$ cat config.mk
export PLATFORM = sky130hd
export DESIGN_NAME = module_seg_scan
export DESIGN_NICKNAME = d
export VERILOG_FILES = /design/src/rtl/module_seg_scan.sv
export SDC_FILE = /design/constraint.sdc
export NUM_CORES = 1
export LEC_CHECK = 0
export CAP_MARGIN = 20
export CORE_MARGIN = 5
export CORE_UTILIZATION = 45
export CTS_CLUSTER_DIAMETER = 40
export DETAILED_ROUTE_END_ITERATION = 12
export GPL_TIMING_DRIVEN = 0
export PLACE_DENSITY = 0.75
export SYNTH_ARGS = -nofsm -noshare
export SYNTH_HDL_FRONTEND = slang
export SYNTH_SLANG_ARGS = --single-unit
$ cat constraint.sdc
create_clock -name clk -period 6.4 [get_ports clk]
set_clock_uncertainty 0.1 [all_clocks]
set_input_delay 1.6 -clock clk [delete_from_list [all_inputs] [get_ports clk]]
set_output_delay 1.6 -clock clk [all_outputs]
set_load 0.01 [all_outputs]
$ cat src/rtl/module_seg_scan.sv
// Multiplexed 7-segment display driver.
// Scans N_DIG hex digits one slot at a time, blanking every anode and segment
// for the first BLANK_CYCLES of each slot so that the previous digit's pattern
// never ghosts onto the next anode. New content is captured into a pending
// register and copied to the displayed (shadow) register only at a frame
// boundary, so every digit of a frame comes from the same snapshot.
//
// Timing: all outputs are registered. The value seen after edge t+1 reflects
// cnt, idx, shadow and blank_i as they were at edge t (one-cycle latency).
module module_seg_scan #(
    parameter int DIGIT_CYCLES = 27000,
    parameter int BLANK_CYCLES = 64,
    parameter int N_DIG        = 2,
    parameter bit SEG_ACT_LOW  = 1'b1,
    parameter bit AN_ACT_LOW   = 1'b1
) (
    input  logic                 clk,
    input  logic                 rst,
    input  logic [4*N_DIG-1:0]   data_i,
    input  logic                 load_i,
    input  logic [N_DIG-1:0]     blank_i,
    output logic [6:0]           seg_o,
    output logic [N_DIG-1:0]     an_o,
    output logic                 frame_o
);

    // Parameter sanity: the slot must leave some visible time after blanking,
    // and the anode vector is limited to 8 digits.
    generate
        if (BLANK_CYCLES >= DIGIT_CYCLES) begin : g_bad_blank
            $error("module_seg_scan: BLANK_CYCLES must be smaller than DIGIT_CYCLES");
        end
        if (N_DIG < 1 || N_DIG > 8) begin : g_bad_ndig
            $error("module_seg_scan: N_DIG must be in 1..8");
        end
    endgenerate

    localparam int CW = (DIGIT_CYCLES > 1) ? $clog2(DIGIT_CYCLES) : 1;
    localparam int IW = (N_DIG > 1) ? $clog2(N_DIG) : 1;

    localparam logic [CW-1:0] CNT_LAST  = CW'(DIGIT_CYCLES - 1);
    localparam logic [CW-1:0] CNT_BLANK = CW'(BLANK_CYCLES);
    localparam logic [IW-1:0] IDX_LAST  = IW'(N_DIG - 1);

    // Inactive levels for the two output buses.
    localparam logic [6:0]       SEG_OFF = SEG_ACT_LOW ? 7'h7F : 7'h00;
    localparam logic [N_DIG-1:0] AN_OFF  = AN_ACT_LOW ? {N_DIG{1'b1}} : {N_DIG{1'b0}};

    logic [CW-1:0]      cnt;
    logic [IW-1:0]      idx;
    logic [3:0]         shadow  [N_DIG];
    logic [3:0]         pending [N_DIG];
    logic               pend;

    logic               slot_end;
    logic               boundary;
    logic               in_blank;
    logic               digit_blanked;
    logic [3:0]         cur_nibble;
    logic [6:0]         hex_seg;
    logic [N_DIG-1:0]   one_hot;
    logic [6:0]         seg_next;
    logic [N_DIG-1:0]   an_next;

    // Hex digit to active-high segment pattern {g,f,e,d,c,b,a}.
    function automatic logic [6:0] hex_to_seg(input logic [3:0] v);
        logic [6:0] s;
        case (v)
            4'h0:    s = 7'b0111111;
            4'h1:    s = 7'b0000110;
            4'h2:    s = 7'b1011011;
            4'h3:    s = 7'b1001111;
            4'h4:    s = 7'b1100110;
            4'h5:    s = 7'b1101101;
            4'h6:    s = 7'b1111101;
            4'h7:    s = 7'b0000111;
            4'h8:    s = 7'b1111111;
            4'h9:    s = 7'b1101111;
            4'hA:    s = 7'b1110111;
            4'hB:    s = 7'b1111100;
            4'hC:    s = 7'b0111001;
            4'hD:    s = 7'b1011110;
            4'hE:    s = 7'b1111001;
            default: s = 7'b1110001;
        endcase
        return s;
    endfunction

    // Slot/frame position decode and next output pattern for the current slot.
    always_comb begin
        slot_end      = (cnt == CNT_LAST);
        boundary      = slot_end && (idx == IDX_LAST);
        in_blank      = (cnt < CNT_BLANK);
        digit_blanked = blank_i[idx];
        cur_nibble    = shadow[idx];
        hex_seg       = hex_to_seg(cur_nibble);
        one_hot       = '0;
        one_hot[idx]  = 1'b1;

        if (in_blank || digit_blanked) begin
            seg_next = SEG_OFF;
            an_next  = AN_OFF;
        end else begin
            seg_next = SEG_ACT_LOW ? ~hex_seg : hex_seg;
            an_next  = AN_ACT_LOW ? ~one_hot : one_hot;
        end
    end

    // Slot cycle counter and digit index; idx advances when a slot wraps.
    always_ff @(posedge clk) begin
        if (rst) begin
            cnt <= '0;
            idx <= '0;
        end else if (slot_end) begin
            cnt <= '0;
            idx <= (idx == IDX_LAST) ? '0 : idx + 1'b1;
        end else begin
            cnt <= cnt + 1'b1;
        end
    end

    // Display content: loads go to pending mid-frame; at the boundary the
    // shadow takes either a coincident load directly or the pending value.
    always_ff @(posedge clk) begin
        if (rst) begin
            pend <= 1'b0;
            for (int k = 0; k < N_DIG; k++) begin
                shadow[k]  <= 4'h0;
                pending[k] <= 4'h0;
            end
        end else if (boundary) begin
            pend <= 1'b0;
            if (load_i) begin
                for (int k = 0; k < N_DIG; k++) begin
                    shadow[k] <= data_i[4*k +: 4];
                end
            end else if (pend) begin
                for (int k = 0; k < N_DIG; k++) begin
                    shadow[k] <= pending[k];
                end
            end
        end else if (load_i) begin
            pend <= 1'b1;
            for (int k = 0; k < N_DIG; k++) begin
                pending[k] <= data_i[4*k +: 4];
            end
        end
    end

    // Registered outputs; frame_o marks the cycle after the shadow update.
    always_ff @(posedge clk) begin
        if (rst) begin
            seg_o   <= SEG_OFF;
            an_o    <= AN_OFF;
            frame_o <= 1'b0;
        end else begin
            seg_o   <= seg_next;
            an_o    <= an_next;
            frame_o <= boundary;
        end
    end

endmodule

==> Yosys cells after proc, flatten, opt, wreduce, memory -nomap -nowiden <==
Memories as Yosys holds them, arrays and structs flattened. A register that Yosys moved wholly into a read port is not among the register bits.
Index checks and enable logic that the tools add are counted.
{ "word_totals": {"register_bits": 27, "ramBits": 16, "romBits": 112, "in_bits": 13, "output_inout_bits": 10, "wordCells": 56, "memories": 3} }
{ "memory_table": {"columns": ["memory", "words", "width", "rd", "rd_ports_with_merged_regs", "write_ports", "line_no", "text"], "rows": [
  ["(no name shown)", 16, 7, 1, 0, 0, "68", "case (v)"],
  ["pending", 2, 4, 2, 0, 2, "52", "logic [3:0] pending [N_DIG];"],
  ["shadow", 2, 4, 1, 1, 2, "51", "logic [3:0] shadow [N_DIG];"]
]} }
{ "op_classes": {"add_sub_neg": 2, "order_cmp": 3, "eq_ne": 1, "muxes": 27, "bitwise": 8, "n_reduce_logical": 6} }
{ "op_table": {"columns": ["op", "n"], "rows": [
  ["$mux 4", 6],
  ["$mux 1", 20],
  ["$add 15x1->15 const B", 1],
  ["$eq 15x15->1 const B", 1],
  ["$lt 15x7->1 const B", 1],
  ["$not 7->7", 1],
  ["$or 1x1->1", 6],
  ["$reduce_or 2->1", 3],
  ["$logic_and 1x1->1", 2],
  ["$lt 1x2->1 const B", 1],
  ["$not 2->2", 1],
  ["$add 1x1->1 const B", 1],
  ["$demux 1 s1", 1],
  ["$ge 1x1->1 const B", 1],
  ["$logic_or 1x1->1", 1]
]} }

==> Longest topological paths before layout <==
Gate-level depths: netlist of run 1.
{ "logic_depth": {"ltp_word": 7, "mapped_depth": 7, "ltp_nobuf": 6} }

==> Worst setup path after synthesis of run 1 <==
Ideal clock, no wire load.
{ "synth_timing": {"path_kind": "input to register", "startpoint": "in load_i", "endpoint": "mem shadow[0][0] (enable)", "t_arrival_ps": 2378, "setup_slack_ps": 3547, "path_stages": 3, "n_path_buf": 1, "path_cell_list": "clkbuf_1 > nor2_1 > o21bai_1"} }
{ "synth_lines": {"columns": ["item", "line_no", "text"], "rows": [
  ["start: declaration", "20", "input logic load_i,"],
  ["end: declaration", "51", null]
]} }

==> impl_metrics.toml, run 1 <==
[grt]
antenna_found_initial = 0
grt_pass1_wl_mm = 5.885
grt_overflow = 0
grt_max_degree = 16
grt_pass1_vias = 1311
gr-usage-all-layers_pct = 12.50

[timing]
maxSlewHeadroom_pct = 53.22
fin_tns_setup_ns = 0
finalHoldViolations = 0
final-max-slew-violation-count = 0
setup_viol = 0
fin_crit_ns = 3.281
rsz0062_at_grt = "false"
fin_crit_sh_pct = 51.27
worst-slew-pin-transition_ns = 0.7003
timing.fmax_mhz = 304.8

[floorplan]
die_w_um = 76.91
die_h_um = 76.91
start_util_pct = 46.26
ioPinCount = 23
fp-row-count = 24
die_area_um2 = 5914
core_area_um2 = 4354

[clock_tree]
cts.sinks = 44
post_cts_buffers = 0
cts_buffer_depth = 2
htreeDepth = 2
cts_tree = "done"
cts_root_buf = "clkbuf_8"
holdBufCountCts = 0
cts_buffers = 5
insertion_delay_ns = 0.30
ctsResizeCount = 0
path_clk_slew_ns = 0.09

[yosys]
synth_simple_gate_area_share_pct = 19.63
synth.avg_cell_area_um2 = 10.72
synthAdderAreaFrac_pct = 4.969
synth_xor_area_share_pct = 5.652
yosys_warnings = 0
synth_compound_area_share_pct = 9.068
syn-num-nets = 209
ys_seq_elements = 44
synth_top_family_by_area = "simple AND/OR/NAND/NOR gates"
yosysSeqAreaShare_pct = 51.68
syn_inst = 188
synth_area_um2 = 2014
synth_mux_area_share_pct = 5.217
synth.distinct_cells = 39

[setup_path]
crit_fanout = 10
worstPathArrival_ns = 3.12
worstSetupPathType = "input pin to flop"
crit_required_ns = 6.24
critPathTopFamily = "buffers and inverters"
reg2reg_setup_slack_ns = 3.76
startpoint_type = "input pin"
cp_slowest_cell = "o21bai_1"
path_buf_inv = 2
crit_chain = "clkdlybuf4s50_1 -> clkbuf_1 -> nor2_1 -> o21bai_1"
max_stage_delay_ns = 0.58
crit_path_end_kind = "flop"

[route]
drcViolationCount = 0
viasPerCell = 5.089
final_antenna_net_count = 0
drt_iter0_drc = 62
wl_mm = 3.393
wl_per_cell_um = 12.61
drt_pass1_iterations = 4
via_count = 1369

[pwr]
power_density_nw_per_um2 = 213.4
leakage_nw = 0.8350
totalPowerFinal_mw = 0.5085
vdd_drop_max_mv = 0.1200

[status]
status = "completed"

[cells_and_area]
final_common_cell = "dfxtp_1"
layout_common_cells = "28 x dfxtp_1, 26 x nor2_1, 21 x clkdlybuf4s50_1"
fin_cells = 269
drive_gt1_share_pct = 7.834
num-nets-final = 237
area_delta_synth_final_pct = 18.26
antenna_cells = 0

[placement]
gp_congestion = 0.7668
dpl.hpwl_mm = 2.506
port_buffers = 21
placedCellCount = 261

[min_path]
hold_path.class = "flop to flop"

[flow_run]
cap_viol_max_count = 0
## path summary, 6_finish.rpt
check                           startpoint           end  cells after the start
worst max-delay path                load_i  shadow[0][1]                      4
worst min-delay path                cnt[0]        cnt[0]                      1
worst max register to register      cnt[7]  shadow[0][1]                      5
worst min register to register      cnt[0]        cnt[0]                      1
## sequential cells by signal, indices dropped and copies added, names as in the netlist, named ones only
register and flops:
pending 8, seg_o 7, pend 1, frame_o 1, shadow 8, an_o 2
cnt 15, idx 1
## final cells by class
| type | count | area (um2) |
|---|---|---|
| plain buffers | 7 | 46.29 |
| inverters | 8 | 30.03 |
| clock inverters | 3 | 23.77 |
| repair buffers | 21 | 210.2 |
| clock buffers | 5 | 68.82 |
| well taps | 52 | 65.06 |
| multi-input cells | 129 | 897.1 |
| flip-flops and latches | 44 | 1041 |
| fillers | 389 | 1972 |
## cells in the mapped netlist
| library cell | instances | share of area (%) |
|---|---|---|
| clkbuf_1 | 3 | 0.56 |
| nor4_4 | 1 | 1.1 |
| nand3_1 | 7 | 1.7 |
| nor2b_1 | 3 | 0.93 |
| nand2_1 | 10 | 1.9 |
| mux4_2 | 1 | 1.1 |
| a22oi_1 | 8 | 3.0 |
| xor2_1 | 3 | 1.3 |
| ha_1 | 8 | 5.0 |
| o211ai_1 | 3 | 1.1 |
| or3_1 | 2 | 0.62 |
| o22ai_1 | 1 | 0.31 |
| a21oi_1 | 3 | 0.75 |
| xnor2_1 | 10 | 4.3 |
| o221ai_1 | 3 | 1.3 |
| dfxtp_1 | 28 | 28 |
| mux2i_1 | 6 | 3.0 |
| a21o_1 | 1 | 0.37 |
| o21ai_0 | 2 | 0.50 |
| nand2b_1 | 3 | 0.93 |
| inv_1 | 8 | 1.5 |
| buf_8 | 1 | 0.75 |
| mux2_2 | 2 | 1.1 |
| nand4_1 | 2 | 0.62 |
| or4_1 | 1 | 0.37 |
| a2111oi_4 | 1 | 1.4 |
| nor3b_1 | 1 | 0.37 |
| nor2_1 | 26 | 4.8 |
| nor4_1 | 4 | 1.2 |
| edfxtp_1 | 16 | 24 |
| or2_1 | 1 | 0.31 |
| nor3_1 | 5 | 1.2 |
| and2_1 | 8 | 2.5 |
| o21bai_1 | 1 | 0.37 |
| nand4b_1 | 1 | 0.43 |
| or4_4 | 1 | 0.56 |
| buf_2 | 1 | 0.25 |
| buf_6 | 1 | 0.56 |
| buf_1 | 1 | 0.19 |
## power breakdown
group / switching (mW) / total, mW / leakage [nW] / internal (mW)
clock: 0.0985 / 0.176 / 0.0404 / 0.0772
combinational: 0.0170 / 0.0337 / 0.395 / 0.0166
sequential: 0.00295 / 0.299 / 0.399 / 0.296
total: 0.119 / 0.508 / 0.835 / 0.390
## routing by layer
metal,vias up,global-route usage (%),part of all wire (%)
li1,719,-,-
met1,610,14.21,45
met2,33,20.54,46
met3,7,3.747,5.9
met4,0,7.343,2.9
met5,-,0,0
## kinds of logic after synthesis
logic type / count (synthesis)
buf+inv: 15
compound gates: 23
flops: 44
fa+ha+maj: 8
mux: 9
xor+xnor: 13
simple gates: 76
## stage by stage
stage | area (um2) | hold WS [ns] | utilization (%) | worst slack [ns]
6_report | 2382 | 0.3513 | 54.71 | 3.119
5_1_grt | 2382 | 0.3798 | 54.71 | 2.985
4_1_cts | 2382 | 0.3597 | 54.71 | 3.119
3_5_place_dp | 2290 | 0.3479 | 52.59 | 2.792
3_3_place_gp | 2290 | 0.3329 | 52.59 | 2.853
2_1_floorplan | 2014 | 0.3175 | - | 3.547
Note: power is estimated with default switching activity, not from simulation.
==> run 2: changes to the inputs <==
Clock period 6.4 ns to 3.2 ns, I/O delays scaled along.
==> results of run 2 <==
Same layout as run 1 (identical final DEF). Status: completed.
Main changes from that run: setup slack after placement 2.792 ns -> 0.3921 ns; setup slack after layout 3.119 ns -> 0.5639 ns; start point of the critical path load_i -> cnt[7]; end point of the critical path shadow[0][1] -> shadow[1][2]; register-to-register setup slack 3.76 ns -> 0.56 ns; total power 0.5085 mW -> 1.017 mW; worst IR drop on VDD 0.1200 mV -> 0.2399 mV
==> run 3: changes to the inputs <==
Settings changed: PLACE_DENSITY 0.75 to 0.78.
Clock period 3.2 ns to 2.31 ns, I/O delays scaled along.
==> run 3 against run 2 <==
- count of clock-buffer cells in the layout unchanged
- total power up 69%
- wire length down 1.2%
- sequential share of layout area down 1.5 points
- highest routed layer unchanged
- critical endpoint is now seg_o[3]
- hold slack worse by 0.0034 ns
- combinational power up 42%
==> impl_metrics.toml, run 3 (synthesis gave the netlist of run 1 again) <==
[timing]
rsz0062_at_grt = "false"
fin_tns_setup_ns = 0
fin_crit_ns = 2.196
final-max-slew-violation-count = 0
setup_viol = 0
worst-slew-pin-transition_ns = 0.6307
layout_setup_ws_ns = 0.1142
fin_crit_sh_pct = 95.06
finalHoldViolations = 0
timing.fmax_mhz = 455.4
maxSlewHeadroom_pct = 56.75

[floorplan]
start_util_pct = 46.26
die_area_um2 = 5914
die_h_um = 76.91
core_area_um2 = 4354
ioPinCount = 23
die_w_um = 76.91
fp-row-count = 24

[min_path]
whs_path_depth = 1
hold_path.class = "flop to flop"
hp-start = "cnt[0]"
worst_hold_path.endpoint = "cnt[0]"

[pwr]
comb_power_share_pct = 5.6
p_seq_share_pct = 48.3
leakage_nw = 0.8757
vdd_drop_max_mv = 0.3984
sw_frac_of_total_pct = 17.91
p_int_mw = 1.408
switchingPower_mw = 0.3072
clkPwrFrac_pct = 46.1
power_density_nw_per_um2 = 695.4

[setup_path]
crit_path_end_kind = "flop"
crit_fanout = 8
startpoint_type = "flop"
reg2reg_to = "seg_o[3]"
max_stage_delay_ns = 0.47
worstSetupPathType = "flop to flop"
path_buf_inv = 2
crit_chain = "buf_2 -> mux2i_2 -> inv_1 -> ha_1 -> mux4_2 -> nand2b_1"
crit_required_ns = 2.38
critPathTopFamily = "multiplexers"
reg2reg_setup_slack_ns = 0.11
cp_slowest_cell = "mux4_2"
worstPathArrival_ns = 2.27
r2r_cells = 6

[clock_tree]
cts_tree = "done"
htreeDepth = 2
cts_buffer_depth = 2
holdBufCountCts = 0
insertion_delay_ns = 0.29
cts_root_buf = "clkbuf_8"
cts_buffers = 5
path_clk_slew_ns = 0.08
cts.sinks = 44

[placement]
port_buffers = 21
gp_congestion = 0.7924
place_area_um2 = 2293
pre_cts_slack_ns = -0.1129
dpl.hpwl_mm = 2.476

[route]
via_count = 1370
wl_mm = 3.351
final_antenna_net_count = 0
drt_pass1_iterations = 4
viasPerCell = 5.093
drt_iter0_drc = 53
drcViolationCount = 0
wl_per_cell_um = 12.46

[grt]
grt_pass1_vias = 1308
gr-usage-all-layers_pct = 12.10
grt_pass1_wl_mm = 5.899
grt_most_used_layer = "met2"
grt_util_met2_pct = 18.93
grt_overflow = 0
use_met3_pct = 3.747
grt_max_degree = 15
use_met1_pct = 15.54
antenna_found_initial = 0

[cells_and_area]
final_common_cell = "dfxtp_1"
postLayoutCellArea_um2 = 2467
largest_register = "cnt"
layout_common_cells = "28 x dfxtp_1, 26 x nor2_1, 21 x clkdlybuf4s50_1"
drive_gt1_share_pct = 9.677
reg_top3 = "cnt (15), pending (8), shadow (8)"
num-nets-final = 237
largest_reg_flops = 15
area_delta_synth_final_pct = 22.48
final_util_pct = 56.67
antenna_cells = 0

[flow_run]
cap_viol_max_count = 0

[status]
status = "completed"
## run 3: per-stage QoR
step | hold WS, ns | power [mW] | instances
2_1_floorplan | 0.3175 | 0.9042 | 188
3_3_place_gp | 0.3301 | 0.9356 | 261
3_5_place_dp | 0.3384 | 0.9399 | 261
4_1_cts | 0.3498 | 1.740 | 269
5_1_grt | 0.3930 | 1.783 | 269
6_report | 0.3479 | 1.716 | 269
## run 3: how the worst max path moves through the flow
| stage | startpoint | end | slack [ns] | depth (start not counted) |
|---|---|---|---|---|
| 6_report | flop | seg_o[3] | 0.11 | 6 |
| 5_1_grt | flop | seg_o[3] | 0.001 | 6 |
| 4_1_cts | cnt[7] | shadow[1][3] | 0.02 | 5 |
| 3_5_place_dp | cnt[7] | shadow[1][0] | -0.11 | 5 |
| 3_3_place_gp | cnt[7] | shadow[1][0] | -0.07 | 5 |
| 2_1_floorplan | cnt[7] | shadow[0][0] | 0.10 | 5 |
## run 3: routing by layer
metal / vias to the layer above / part of all wire [%]
li1: 717 / -
met1: 618 / 46
met2: 33 / 48
met3: 2 / 4.9
met4: 0 / 0.69
met5: - / 0
## run 3: final cells by class
type                            count  area (um2)
Timing Repair Buffer               21       210.2
Inverter                            8       30.03
Sequential cell                    44        1041
Clock buffer                        5       68.82
Multi-Input combinational cell    129       915.9
Buffer                              7       46.29
Fill cell                         366        1887
Clock inverter                      3       90.09
Tap cell                           52       65.06
## run 3: timing repair
| item | CTS | global route |
|---|---|---|
| buffers inserted | 0 | 0 |
| setup endpoints to repair | 9 | 16 |
| pin swaps | 0 | 3 |
| gates resized for setup | 3 | 1 |
| hold endpoints to repair | 0 | 0 |
## run 3: worst reg2reg max path, delay by kind of cell (launching register included)
family / cells / cell delay (ns)
mux: 2 / 0.93
buf+inv: 2 / 0.32
flops: 1 / 0.31
fa+ha+maj: 1 / 0.28
simple gates: 1 / 0.14
## run 3: power by group through the flow
stage                     Clock (mW)  Sequential (mW)  Combinational [mW]
after global placement             0            0.845              0.0905
after floorplan                    0            0.844              0.0601
after global routing           0.845            0.831               0.106
after CTS                      0.815            0.829              0.0960
after detailed placement           0            0.847              0.0933
final                          0.792            0.828              0.0955
